## src/rtl/ntt_coeff_unloader.sv

```systemverilog
// ntt_coeff_unloader: streams N_COEFF coefficients out of the NTT coefficient memory.
// The unloader takes over memory port 0 (mem_sel) and issues sequential reads.
// A 2-entry buffer absorbs the 1-cycle memory read latency, and words leave on a
// valid/ready stream with out_last on the final coefficient.
// Optional feature: define UNLOAD_CANON_EN to reduce each output word modulo
// q = 8380417 with one compare-subtract at the buffer output.
module ntt_coeff_unloader #(
    parameter int N_COEFF = 256,
    parameter int AW      = 16,
    parameter int DW      = 24
) (
    input  logic          clk,
    input  logic          rst,
    input  logic          start,
    input  logic [AW-1:0] base_addr,
    output logic          mem_sel,
    output logic [AW-1:0] mem_A,
    output logic          mem_WEB,
    input  logic [DW-1:0] mem_Q,
    output logic          mem_ren,
    output logic          out_valid,
    input  logic          out_ready,
    output logic [22:0]   out_data,
    output logic          out_last,
    output logic          busy,
    output logic          done
);

    localparam int            CW       = (N_COEFF > 1) ? $clog2(N_COEFF) : 1;
    localparam logic [CW-1:0] LAST_IDX = CW'(N_COEFF - 1);
    localparam logic [22:0]   Q_MOD    = 23'd8380417;

    typedef enum logic [1:0] {
        IDLE,
        READ,
        DRAIN
    } state_t;

    state_t        state;
    state_t        state_next;
    logic [CW-1:0] rd_cnt;
    logic [CW-1:0] tx_cnt;
    logic [AW-1:0] addr_q;
    logic          inflight;
    logic [1:0]    occ;
    logic [1:0]    credit;
    logic [22:0]   fifo_q [2];
    logic          wr_ptr;
    logic          rd_ptr;
    logic [22:0]   head;
    logic          pop;
    logic          finish;
    logic          unused_q_bits;

    // Bit 23 of the memory word is not part of the coefficient.
    assign unused_q_bits = ^mem_Q[DW-1:23];

    assign mem_WEB   = 1'b1;
    assign mem_A     = addr_q;
    assign busy      = (state != IDLE);
    assign out_valid = (occ != 2'd0);
    assign out_last  = out_valid && (tx_cnt == LAST_IDX);
    assign pop       = out_valid && out_ready;
    assign finish    = (state == DRAIN) && pop && out_last;
    assign credit    = occ + {1'b0, inflight};
    assign head      = fifo_q[rd_ptr];

`ifdef UNLOAD_CANON_EN
    assign out_data = (head >= Q_MOD) ? (head - Q_MOD) : head;
`else
    assign out_data = head;
`endif

    // State register for the unload sequencer.
    always_ff @(posedge clk or posedge rst) begin
        if (rst) begin
            state <= IDLE;
        end else begin
            state <= state_next;
        end
    end

    // Next state and read issue; a pop this cycle frees a slot in time for a new read.
    always_comb begin
        state_next = state;
        mem_ren    = 1'b0;
        case (state)
            IDLE: begin
                if (start) begin
                    state_next = READ;
                end
            end
            READ: begin
                if ((credit - {1'b0, pop}) < 2'd2) begin
                    mem_ren = 1'b1;
                    if (rd_cnt == LAST_IDX) begin
                        state_next = DRAIN;
                    end
                end
            end
            DRAIN: begin
                if (pop && out_last) begin
                    state_next = IDLE;
                end
            end
            default: state_next = IDLE;
        endcase
    end

    // Address, issue/transfer counters, port ownership and the done pulse.
    always_ff @(posedge clk or posedge rst) begin
        if (rst) begin
            addr_q   <= '0;
            rd_cnt   <= '0;
            tx_cnt   <= '0;
            mem_sel  <= 1'b0;
            done     <= 1'b0;
            inflight <= 1'b0;
        end else begin
            done     <= finish;
            inflight <= mem_ren;
            if ((state == IDLE) && start) begin
                addr_q  <= base_addr;
                rd_cnt  <= '0;
                tx_cnt  <= '0;
                mem_sel <= 1'b1;
            end else begin
                if (mem_ren) begin
                    addr_q <= addr_q + AW'(1);
                    rd_cnt <= rd_cnt + CW'(1);
                end
                if (pop) begin
                    tx_cnt <= tx_cnt + CW'(1);
                end
                if (finish) begin
                    mem_sel <= 1'b0;
                end
            end
        end
    end

    // Two-entry buffer catching read data one cycle after each issued read.
    always_ff @(posedge clk or posedge rst) begin
        if (rst) begin
            fifo_q[0] <= '0;
            fifo_q[1] <= '0;
            wr_ptr    <= 1'b0;
            rd_ptr    <= 1'b0;
            occ       <= 2'd0;
        end else begin
            if (inflight) begin
                fifo_q[wr_ptr] <= mem_Q[22:0];
                wr_ptr         <= ~wr_ptr;
            end
            if (pop) begin
                rd_ptr <= ~rd_ptr;
            end
            occ <= occ + {1'b0, inflight} - {1'b0, pop};
        end
    end

endmodule

```

## config.mk

```make
export PLATFORM = sky130hd
export DESIGN_NAME = ntt_coeff_unloader
export DESIGN_NICKNAME = d
export VERILOG_FILES = /design/src/rtl/ntt_coeff_unloader.sv
export SDC_FILE = /design/constraint.sdc
export NUM_CORES = 1
export LEC_CHECK = 0
export ABC_AREA = 0
export CORE_MARGIN = 2
export CORE_UTILIZATION = 51
export DETAILED_ROUTE_END_ITERATION = 10
export GPL_ROUTABILITY_DRIVEN = 0
export PLACE_DENSITY = 0.81
export SLEW_MARGIN = 20
export SYNTH_ARGS = -nofsm -noshare
export SYNTH_HDL_FRONTEND = slang
export SYNTH_SLANG_ARGS = --single-unit
```

## constraint.sdc

```tcl
create_clock -name clk -period 3.6 [get_ports clk]
set_clock_uncertainty 0.1 [all_clocks]
set_input_delay 0.54 -clock clk [delete_from_list [all_inputs] [get_ports clk]]
set_output_delay 0.54 -clock clk [all_outputs]
set_load 0.01 [all_outputs]
```

==> results.cfg <==
[global_route]
antenna_found_initial = 0
first_global_vias = 2998
grt_max_degree = 88
grt_pass1_wl_um = 14000
grt_usage_pct = 20.6
overflow = 0

[route]
drt_iter0_markers = 133
ant_nets = 0
routed_wl_um = 8380
wl_per_cell_um = 15.4
drc = 0
vias_per_cell = 5.42
dr.pass1.iters = 5
vias = 2946

[synthesis]
synth_edf_count = 0
syn_inst = 345
synth_top_cell_by_area = dfrtp_1
ys_async_sr_fraction_pct = 100
ys.flop_type = dfrtp_1
yosysSeqAreaShare_pct = 53.6
yosysUniqueCellTypes = 41
synth_area_per_cell_sq_um = 11.8
syn_area_sq_um = 4070
synth_fp_nets = 394
ys_ff_latch = 87
synth_area_leaders = dfrtp_1 (54%), mux2_2 (19%), xnor2_1 (2.8%)
yosys_warnings = 0
synth_top_cell_area_share_pct = 53.6

[timing]
worstMarginPinSlew_ns = 1.06
whs_ns = 0.395
finalSetupViolCount = 0
period_minus_slack_ns = 3.28
hold_viol_final = 0
slew_headroom_pct = 28.9
fmax_mhz = 305
drv_slew = 0
fin_tns_setup_ns = 0
fin_crit_sh_pct = 91.2
rsz0062_at_grt = false
fin_ws_ns = 0.318

[flow_run]
maxCapViolCount = 0

[floorplan]
die_y_um = 93.3
fp.dieW_um = 93.3
start_util_pct = 52.6
core_area_sq_um = 7730
std_cell_rows = 32
ios = 90
die_area_sq_um = 8700

[clock_tree]
cts_hold_buf = 0
root_buffer = clkbuf_8
postCtsSetupRepairBufs = 0
insertion_delay_ns = 0.36
cts_tree = yes
cts_resized = 0
htreeDepth = 3
path_clk_slew_ns = 0.09
cts_buffer_depth = 2
cts_buffers = 9
clock_sink_count = 87

[setup_path]
path_max_fanout = 5
rr_worst_depth = 10
slowest_stage = clkdlybuf4s50_1
rrSetupSlack_ns = 0.94
path_cells = clkdlybuf4s50_1 -> o21ai_1 -> inv_1 -> ha_1 -> inv_1 -> ha_1 -> xnor3_2 -> nand2_1 -> inv_1 -> clkdlybuf4s50_1
crit_path_end_kind = output pin
worst_path_largest_cell_delay_ns = 0.54
crit_required_ns = 2.96
start_kind = input port
critPathKind = input port to output pin
crit_top_cell = inv_1
arrival_ns = 2.64

[placed_design]
place.port_buffers = 87
hpwlAfterDp_um = 5710
dpl_worst_slack_ns = 0.335
dp_cells = 528

[final_layout]
most-common-layout-cells = dfrtp_1 (87), clkdlybuf4s50_1 (87), mux2_2 (69), nand2_1 (28), nor2_1 (21)
final_cell_count_no_fill = 544
num_antenna_cells = 0
drive_gt1_share_pct = 22.9
seq_area_sq_um = 2180
area_growth_pct = 29.6
multi_input_area_sq_um = 1800
nFillCells = 584
layout.nets = 486

[worst_hold_path]
hold_class = flip-flop to flip-flop
holdPathStages = 1

[pwr]
vdd.ir_drop.worst_v = 0.000529
leakage_nw = 2.19
p_per_area_nw_per_um2 = 836
power_mw = 4.40

[run_status]
status = finished clean
-- routing by layer --
layer / vias up / global-route usage, % / share of wire [%] / wire length [um]
met5: - / 0 / 0 / 0
met1: 1442 / 27.3 / 45 / 3770
li1: 1408 / - / - / -
met2: 85 / 32.9 / 49 / 4080
met4: 0 / 6.86 / 0.98 / 82
met3: 11 / 5.72 / 5.3 / 442
-- flip-flops by register name (all words and copies together), names as in the netlist --
signal,cells
fifo_q,46
mem_A,16
rd_cnt,8
tx_cnt,8
occ,2
state,2
done,1
inflight,1
mem_sel,1
rd_ptr,1
wr_ptr,1
-- cell usage after synthesis, drive strengths merged, types with 2 or more instances --
cell type  number
clkbuf         10
nor3            6
nand2          29
and4            3
or3             4
ha              5
nand3          13
nor4            3
nand4           7
nor3b           2
a31oi           8
inv             8
or4             6
mux2           69
o31ai           5
dfrtp          87
o21ai          13
xnor2          13
buf             5
or2             2
nor2           21
xor2            8
a21oi           3
nand2b          3
-- worst paths after layout --
check,end,startpoint
max in group asynchronous,state[0],rst
worst min-delay path,wr_ptr,wr_ptr
worst max register to register,mem_A[10],occ[1]
worst min register to register,wr_ptr,wr_ptr
worst max-delay path,mem_ren,out_ready
min in group asynchronous,fifo_q[1],rst
-- cell families after synthesis --
kind of cell / Yosys count / synth area share [%]
AO/OA/AOI/OAI: 32 / 4.74
XOR/XNOR: 22 / 5.11
adder cells (fa/ha/maj): 5 / 1.54
buffers and inverters: 23 / 2.25
flip-flops: 87 / 53.6
multiplexers: 70 / 19.4
other: 1 / 0.0922
AND/OR/NAND/NOR: 105 / 13.4
-- layout make-up --
type	count	area share (%)
clock buffer	10	2.42
inverter	8	0.594
sequential	87	41.3
timing repair buffer	96	18.1
clock inverter	6	0.974
tap	102	2.42
multi-input combinational	235	34.2
-- worst max-delay path: cells and delay by family --
kind / cells / cell delay, ns
buffers and inverters: 5 / 1.23
adders and majority gates: 2 / 0.47
xor gates and xnor gates: 1 / 0.22
AOI/OAI and AO/OA: 1 / 0.11
and+or+nand+nor: 1 / 0.07
-- power by group --
group | leakage, nW | internal (mW) | switching [mW]
Sequential | 1.05 | 1.40 | 0.338
Combinational | 1.06 | 1.23 | 0.814
Clock | 0.0879 | 0.261 | 0.366
-- metrics by stage --
stage                     utilization [%]  area (sq um)
final                                68.2          5270
after global routing                 68.2          5270
after CTS                            68.2          5270
after detailed placement             65.9          5090
after global placement               65.9          5090
after floorplan                         -          4070
(Power assumes the default switching activity.)
